==> src/rtl/data_sram_bridge_pkg.sv <==
// Shared constants for the data-side SRAM bridge.
//   - access size codes as carried on sizeM / data_size
//   - FSM state encoding of the bridge
package data_sram_bridge_pkg;

    localparam logic [1:0] SIZE_B = 2'd0;
    localparam logic [1:0] SIZE_H = 2'd1;
    localparam logic [1:0] SIZE_W = 2'd2;

    // IDLE: no access in flight
    // ADDR: request raised, waiting for the bus to accept the address
    // DATA: address accepted, waiting for the transfer to complete
    // DONE: load result held until the rest of the pipeline lets go
    typedef enum logic [1:0] {
        ST_IDLE = 2'd0,
        ST_ADDR = 2'd1,
        ST_DATA = 2'd2,
        ST_DONE = 2'd3
    } state_e;

endpackage

==> src/rtl/data_sram_bridge_load_extend.sv <==
// Load extraction unit: picks the addressed byte/half out of a 32-bit
// read word and sign- or zero-extends it. Word accesses pass through.
// Ports:
//   i_word    raw 32-bit read word
//   i_addr_lo byte offset within the word (addrM[1:0])
//   i_size    access size code (SIZE_B / SIZE_H / SIZE_W)
//   i_signed  1 = sign-extend, 0 = zero-extend
//   o_data    extended load result
module data_sram_bridge_load_extend
    import data_sram_bridge_pkg::*;
(
    input  logic [31:0] i_word,
    input  logic [1:0]  i_addr_lo,
    input  logic [1:0]  i_size,
    input  logic        i_signed,
    output logic [31:0] o_data
);

    logic [7:0]  w_byte;
    logic [15:0] w_half;

    always_comb begin
        w_byte = i_word[7:0];
        case (i_addr_lo)
            2'd0:    w_byte = i_word[7:0];
            2'd1:    w_byte = i_word[15:8];
            2'd2:    w_byte = i_word[23:16];
            default: w_byte = i_word[31:24];
        endcase
    end

    // Half select uses only bit 1; a misaligned half never gets here
    // without an exception having been raised upstream.
    assign w_half = i_addr_lo[1] ? i_word[31:16] : i_word[15:0];

    always_comb begin
        o_data = i_word;
        case (i_size)
            SIZE_B:  o_data = {{24{i_signed & w_byte[7]}}, w_byte};
            SIZE_H:  o_data = {{16{i_signed & w_half[15]}}, w_half};
            default: o_data = i_word;
        endcase
    end

endmodule

==> src/rtl/data_sram_bridge.sv <==
// M-stage data-access bridge onto an SRAM-like bus. Issues one bus
// transaction per memory instruction, aligns store data/strobes, extends
// load data and stalls the pipeline until the access completes.
// Ports:
//   clk, rst                 clock, asynchronous active-high reset
//   memenM, memwriteM        M-stage memory access / store flag
//   sizeM, loadsignedM       access size, load sign-extension
//   excM                     M-stage exception, blocks a new issue
//   stall_other              pipeline held by another source
//   addrM, wdataM            byte address, LSB-justified store data
//   rdataM, stallM           extended load result, stall request
//   data_req/wr/size/addr/wstrb/wdata   bus request side
//   data_addr_ok/data_ok/rdata          bus response side
module data_sram_bridge
    import data_sram_bridge_pkg::*;
#(
    parameter int AW = 32,
    parameter int DW = 32   // strobe/replication logic is written for 32 bits
) (
    input  logic          clk,
    input  logic          rst,
    input  logic          memenM,
    input  logic          memwriteM,
    input  logic [1:0]    sizeM,
    input  logic          loadsignedM,
    input  logic          excM,
    input  logic          stall_other,
    input  logic [AW-1:0] addrM,
    input  logic [DW-1:0] wdataM,
    output logic [DW-1:0] rdataM,
    output logic          stallM,
    output logic          data_req,
    output logic          data_wr,
    output logic [1:0]    data_size,
    output logic [AW-1:0] data_addr,
    output logic [3:0]    data_wstrb,
    output logic [DW-1:0] data_wdata,
    input  logic          data_addr_ok,
    input  logic          data_data_ok,
    input  logic [DW-1:0] data_rdata
);

    state_e        r_state;
    state_e        w_state_next;
    logic [DW-1:0] r_rdata;
    logic          w_start;
    logic          w_capture;

    assign w_start = memenM & ~excM;

    always_ff @(posedge clk or posedge rst) begin
        if (rst) begin
            r_state <= ST_IDLE;
            r_rdata <= '0;
        end else begin
            r_state <= w_state_next;
            if (w_capture) begin
                r_rdata <= data_rdata;
            end
        end
    end

    // Request is raised combinationally in IDLE so a zero-wait bus can
    // accept it in the issue cycle. Once raised it is held until accepted
    // regardless of excM.
    always_comb begin
        w_state_next = r_state;
        data_req     = 1'b0;
        stallM       = 1'b0;
        w_capture    = 1'b0;
        case (r_state)
            ST_IDLE: begin
                if (w_start) begin
                    data_req     = 1'b1;
                    stallM       = 1'b1;
                    w_state_next = data_addr_ok ? ST_DATA : ST_ADDR;
                end
            end
            ST_ADDR: begin
                data_req = 1'b1;
                stallM   = 1'b1;
                if (data_addr_ok) begin
                    w_state_next = ST_DATA;
                end
            end
            ST_DATA: begin
                stallM = 1'b1;
                if (data_data_ok) begin
                    w_capture    = 1'b1;
                    w_state_next = ST_DONE;
                end
            end
            default: begin
                // DONE: hold the result while someone else stalls, and do
                // not re-issue the same (still present) M instruction.
                if (!stall_other) begin
                    w_state_next = ST_IDLE;
                end
            end
        endcase
    end

    assign data_wr   = memwriteM;
    assign data_size = sizeM;
    assign data_addr = addrM;

    always_comb begin
        data_wdata = wdataM;
        data_wstrb = 4'b1111;
        case (sizeM)
            SIZE_B: begin
                data_wdata = {4{wdataM[7:0]}};
                data_wstrb = 4'b0001 << addrM[1:0];
            end
            SIZE_H: begin
                data_wdata = {2{wdataM[15:0]}};
                data_wstrb = addrM[1] ? 4'b1100 : 4'b0011;
            end
            default: begin
                data_wdata = wdataM;
                data_wstrb = 4'b1111;
            end
        endcase
        if (!(memenM && memwriteM)) begin
            data_wstrb = 4'b0000;
        end
    end

    data_sram_bridge_load_extend u_load_extend (
        .i_word    (r_rdata),
        .i_addr_lo (addrM[1:0]),
        .i_size    (sizeM),
        .i_signed  (loadsignedM),
        .o_data    (rdataM)
    );

endmodule

==> config.mk <==
export PLATFORM = sky130hd
export DESIGN_NAME = data_sram_bridge
export DESIGN_NICKNAME = d
export VERILOG_FILES = /design/src/rtl/data_sram_bridge_pkg.sv /design/src/rtl/data_sram_bridge_load_extend.sv /design/src/rtl/data_sram_bridge.sv
export SDC_FILE = /design/constraint.sdc
export NUM_CORES = 1
export LEC_CHECK = 0
export ABC_AREA = 1
export CAP_MARGIN = 25
export CORE_UTILIZATION = 38
export CTS_BUF_LIST = sky130_fd_sc_hd__clkbuf_16
export DETAILED_ROUTE_END_ITERATION = 10
export GPL_ROUTABILITY_DRIVEN = 0
export PLACE_DENSITY = 0.95
export SLEW_MARGIN = 15
export SYNTH_ARGS = -nofsm -noshare
export SYNTH_HDL_FRONTEND = slang
export SYNTH_SLANG_ARGS = --single-unit
==> constraint.sdc <==
create_clock -name clk -period 3.07 [get_ports clk]
set_input_delay 0.614 -clock clk [delete_from_list [all_inputs] [get_ports clk]]
set_output_delay 0.614 -clock clk [all_outputs]
set_load 0.01 [all_outputs]
==> impl_metrics.toml, run 1 <==
[synthesis]
postSynthCellCount = 396
syn-num-nets = 507
synth_area_sq_um = 2910
synth.top_cells.by_count = "nand2_1 (120), buf_4 (45), dfrtp_1 (34)"
ys_async_sr_fraction = 1.00
synth_top_area_cell = "dfrtp_1"
synth.avg_cell_area_sq_um = 7.35
synth-seq-area-share = 0.292
ys_seq_elements = 34
ys_warn_count = 0
ys_top_cells_by_area = "dfrtp_1 (29%), nand2_1 (15%), buf_4 (12%), mux2_2 (7.3%), nand3_2 (7.2%)"
yosys.area.top_type_share = 0.292
synth_edf_count = 0
ys.flop_type = "dfrtp_1"
yosysMostFrequentCell = "nand2_1"
yosys.cell_types.count = 25

[clock_tree]
tritoncts = "done"
clk_transition_reported_paths_ns = 0.05
h-tree-depth = 2
cts.sinks = 34
cts_buffer_depth = 2
root_buffer = "clkbuf_16"
cts_hold_buf = 0
clk_latency_ns = 0.28
cts_made_buffers = 5

[sta]
hold_viol_final = 0
fmax_ghz = 0.329
maxSlewHeadroom = 0.412
slew_violations = 0
period_minus_slack_ns = 3.04
skew_ns = 0.00504
worstMarginPinSlew_ns = 0.878
fin_setup_tns_ns = 0
finalSetupViolCount = 0
fin_crit_sh = 0.990

[drt]
first_pass_iters = 5
first_iter_violations = 350
post_drt_wl_per_cell_um = 16.7
vias = 3260
drc = 0
via_per_inst = 5.23
ant_nets = 0
routed_wl_um = 10400

[critical_path]
r2r-start = "r_state[0]"
cp.required_ns = 2.46
path_cells = "clkdlybuf4s50_1 -> buf_4 -> nor2_4 -> nand2_2 -> nand2_4 -> nand2_1 -> nand3_1 -> clkdlybuf4s50_1"
critical_path_arrival_ns = 2.43
critPathSlowestCell = "clkdlybuf4s50_1"
slowest_delay_ns = 0.57
critical_path_class = "input port to primary output"
worst-path-max-fanout = 8
crit_family = "buffers and inverters"
worstSetupEndpointType = "primary output"
critPathMostFrequentCell = "clkdlybuf4s50_1"
cp_num_buf_inv = 3
cp-start-kind = "input port"
crit_start = "sizeM[1]"

[power_and_ir_drop]
switchingPower_mw = 1.12
pwr-share-seq = 0.298
power_frac_comb = 0.507
power.leakage_nw = 2.48
ir_worst_vdd_mv = 0.512
clkPwrFrac = 0.195
switching_share = 0.380
internal_power_mw = 1.82
powerDensity_nw_per_um2 = 635

[global_routing]
track_usage = 0.252
grt_pass1_vias = 3022
overflow = 0
grt_pass1_wl_um = 15300
antenna_found_initial = 0
grt_max_degree = 46

[place]
dpl.hpwl_um = 7840
portBuffers = 151
post_dp_cell_area_sq_um = 4310

[final_layout]
syn_to_final_growth_pct = 59.0
fin_nets = 634
utilization = 0.632
stdcell_area_sq_um = 4630
n_fill_cell = 584
layout-drive-gt1-share = 0.189
num_antenna_cells = 0

[floorplanning]
die_w_um = 89.5
initial_core_util = 0.397
io_pins = 212
fp-row-count = 31
dieHeight_um = 89.5
die_area_sq_um = 8020
coreArea_sq_um = 7330

[hold_path]
hp-class = "flip-flop to flip-flop"
min_from = "r_rdata[0]"

[job]
cap_violations = 0

[run_status]
status = "completed"
==> path summary, 6_finish.rpt <==
path / endpoint / slack (ns) / cells after the start
hold reg to reg: r_rdata[0] / 0.52 / 1
setup reg to reg: r_rdata[16] / 1.10 / 4
min in group asynchronous: r_rdata[14] / 0.73 / 3
max in group asynchronous: r_rdata[31] / 2.03 / 3
hold / removal: r_rdata[0] / 0.52 / 1
setup / recovery: rdataM[7] / 0.03 / 8
==> state kept, by name (all words and copies together) (netlist names) <==
register	count
r_rdata	32
r_state	2
==> power by group through the flow <==
stage / logic [mW] / registers [mW] / clock network (mW)
2_1_floorplan: 0.896 / 0.796 / 0
3_3_place_gp: 1.45 / 0.849 / 0
3_5_place_dp: 1.50 / 0.865 / 0
4_1_cts: 1.50 / 0.858 / 0.575
5_1_grt: 1.63 / 0.901 / 0.598
6_report: 1.49 / 0.876 / 0.574
==> cell type report <==
type	count	area, sq um	area share
clock buffers	5	125	0.0270
multi-input cells	269	1550	0.336
inverters	35	136	0.0295
repair buffers	178	1790	0.388
clock inverters	3	45.0	0.00973
flip-flops and latches	34	851	0.184
well taps	99	124	0.0268
==> kinds of logic after synthesis <==
logic type      synth area share
simple gates               0.337
compound gates            0.0920
mux                       0.0735
buf+inv                    0.188
fa+ha+maj                 0.0172
flops                      0.292
==> layer usage <==
layer | routed length, um | part of all wire | GRT usage
met1 | 4190 | 0.40 | 0.321
met2 | 5120 | 0.49 | 0.421
met3 | 741 | 0.071 | 0.0536
met4 | 365 | 0.035 | 0.0909
met5 | 0 | 0 | 0
==> layout by cell type (no fill, tap or decap), types with 2 or more instances in the layout <==
cell	n
dfrtp_1	34
nand2_1	118
nor2_1	19
nor2_4	5
nand2_2	6
nand3_4	2
o21ai_0	11
nand3_2	22
inv_2	2
o22ai_2	2
clkbuf_16	5
clkdlybuf4s50_1	116
mux2_2	19
clkinvlp_4	2
nand3_1	25
dlygate4sd2_1	13
a21oi_1	19
o22ai_1	3
inv_4	2
a31oi_1	2
inv_1	31
buf_12	3
o211ai_1	7
ha_1	4
dlymetal6s2s_1	22
buf_4	23
==> repair_timing <==
item,CTS,global route
pin swaps,1,1
endpoints found under the setup margin,32,29
buffers inserted,3,4
gates resized for setup,20,26
==> through the flow <==
step	power, mW	hold WS [ns]	cells	setup slack, ns
after global routing	3.13	0.550	623	-0.0302
after global placement	2.30	0.491	608	-0.0731
after detailed placement	2.37	0.495	608	-0.133
after CTS	2.93	0.520	619	0.00103
after floorplan	1.69	0.480	396	1.05
final	2.94	0.515	623	0.0306
Power figures use the tool's default switching activity.
==> inputs of run 2 (changes only) <==
clock period = 3.57 ns   (was 3.07 ns; I/O delays follow)
==> run 2 against run 1 <==
Compared with the run above: sequential share of layout area is 1.1 points higher; register-to-register slack improved by 0.50 ns; hold slack lost 0.0039 ns; highest routed layer unchanged; clock power shrank 29%; cell area fell by 5.5%; die area unchanged; largest cell class unchanged; clock skew is 0.0022 ns lower; non-clock buffer count decreased by 19; global-route usage up 0.46 points; utilization shrank 3.4 points; critical path depth fell by 1; routed wire length shrank 3.5%.
==> impl_metrics.toml, run 2 (synthesized netlist as in run 1, its figures left out) <==
[run_status]
status = "completed"

[sta]
skew_ns = 0.00286
fmax_ghz = 0.290
slew_violations = 0
period_minus_slack_ns = 3.44
setup_slack_ns = 0.127
worstMarginPinSlew_ns = 0.883
fin_setup_tns_ns = 0
fin_crit_sh = 0.965
grt_setup_unrepaired = "false"
hold_viol_final = 0
finalSetupViolCount = 0
maxSlewHeadroom = 0.409

[drt]
first_iter_violations = 204
post_drt_wl_per_cell_um = 16.6
drc = 0
routed_wl_um = 10100
via_per_inst = 5.18
vias = 3127
ant_nets = 0
first_pass_iters = 5

[job]
cap_violations = 0

[clock_tree]
clk_transition_reported_paths_ns = 0.05
cts.sinks = 34
h-tree-depth = 2
cts_made_buffers = 5
cts_buffer_depth = 2
cts_hold_buf = 0
clk_latency_ns = 0.28
tritoncts = "done"
root_buffer = "clkbuf_16"

[final_layout]
fin_nets = 616
final_common_cell = "clkdlybuf4s50_1"
layout-drive-gt1-share = 0.147
largest_reg_flops = 32
num_antenna_cells = 0
syn_to_final_growth_pct = 50.3
final_cells = 604
multiInputGateArea_sq_um = 1540
stdcell_area_sq_um = 4380
largestRegisters = "r_rdata: 32 flops, r_state: 2 flops"
n_fill_cell = 605
ff_latch_area_sq_um = 851
top_register = "r_rdata"
final_cell_mix = "clkdlybuf4s50_1 (148), nand2_1 (120), dfrtp_1 (34)"

[place]
post_dp_cell_area_sq_um = 4170
place_inst = 593
dpl.hpwl_um = 7670
portBuffers = 151
pre_cts_ws_ns = -0.0703

[critical_path]
worst-path-max-fanout = 16
critical_path_arrival_ns = 2.73
cp-start-kind = "input port"
critical_path_class = "input port to primary output"
cp.required_ns = 2.86
worstSetupEndpointType = "primary output"

[power_and_ir_drop]
power.total_mw = 2.47
powerDensity_nw_per_um2 = 564
ir_worst_vdd_mv = 0.337
power.leakage_nw = 2.10

[floorplanning]
initial_core_util = 0.397
io_pins = 212
dieHeight_um = 89.5
coreArea_sq_um = 7330
die_w_um = 89.5
die_area_sq_um = 8020
fp-row-count = 31

[global_routing]
grt_pass1_wl_um = 15300
antenna_found_initial = 0
grt_max_degree = 46
overflow = 0
track_usage = 0.256
grt_pass1_vias = 3100

[hold_path]
hp-class = "flip-flop to flip-flop"
==> run 2: worst paths after layout <==
kind | from | end | slack, ns | cells after the start
max reg2reg | r_state[0] | r_rdata[7] | 1.60 | 4
max in group asynchronous | rst | r_rdata[18] | 2.43 | 3
min reg2reg | r_rdata[3] | r_rdata[3] | 0.51 | 1
max | sizeM[0] | rdataM[17] | 0.13 | 7
min in group asynchronous | rst | r_rdata[19] | 0.84 | 3
min | r_rdata[3] | r_rdata[3] | 0.51 | 1
==> run 2: worst max-delay path, cell delays in order <==
cell and delay, ns:
clkdlybuf4s50_1 0.61, inv_2 0.07, nor2_4 0.19, buf_12 0.13, nand3_4 0.24, nand3_1 0.19
clkdlybuf4s50_1 0.56
==> run 2: area by class of cell <==
type / instances / share of cell area
clock buffers: 5 / 0.0286
flip-flops and latches: 34 / 0.194
clock inverters: 2 / 0.00229
repair buffers: 159 / 0.364
well taps: 99 / 0.0283
inverters: 35 / 0.0312
multi-input cells: 270 / 0.351
==> run 2: per-stage QoR <==
stage	util	hold slack (ns)
2_1_floorplan	-	0.480
3_3_place_gp	0.569	0.490
3_5_place_dp	0.569	0.497
4_1_cts	0.590	0.509
5_1_grt	0.597	0.555
6_report	0.597	0.511
==> run 2: layer usage <==
metal / vias to the layer above / wire length (um) / track usage
met5: - / 0 / 0
met4: 0 / 301 / 0.101
met3: 37 / 715 / 0.0637
met2: 180 / 5040 / 0.438
met1: 1457 / 3990 / 0.311
li1: 1453 / - / -
==> run 2: repair_timing <==
action                                  in CTS  in global routing
endpoints found under the setup margin       4                 30
pin swaps                                    0                  1
cloned                                       1                  0
setup buffers                                0                  3
gates resized for setup                      1                  6
==> run 2: power by group <==
group	switching (mW)	internal [mW]
registers	0.175	0.578
logic	0.620	0.690
clock network	0.155	0.251
total	0.950	1.52
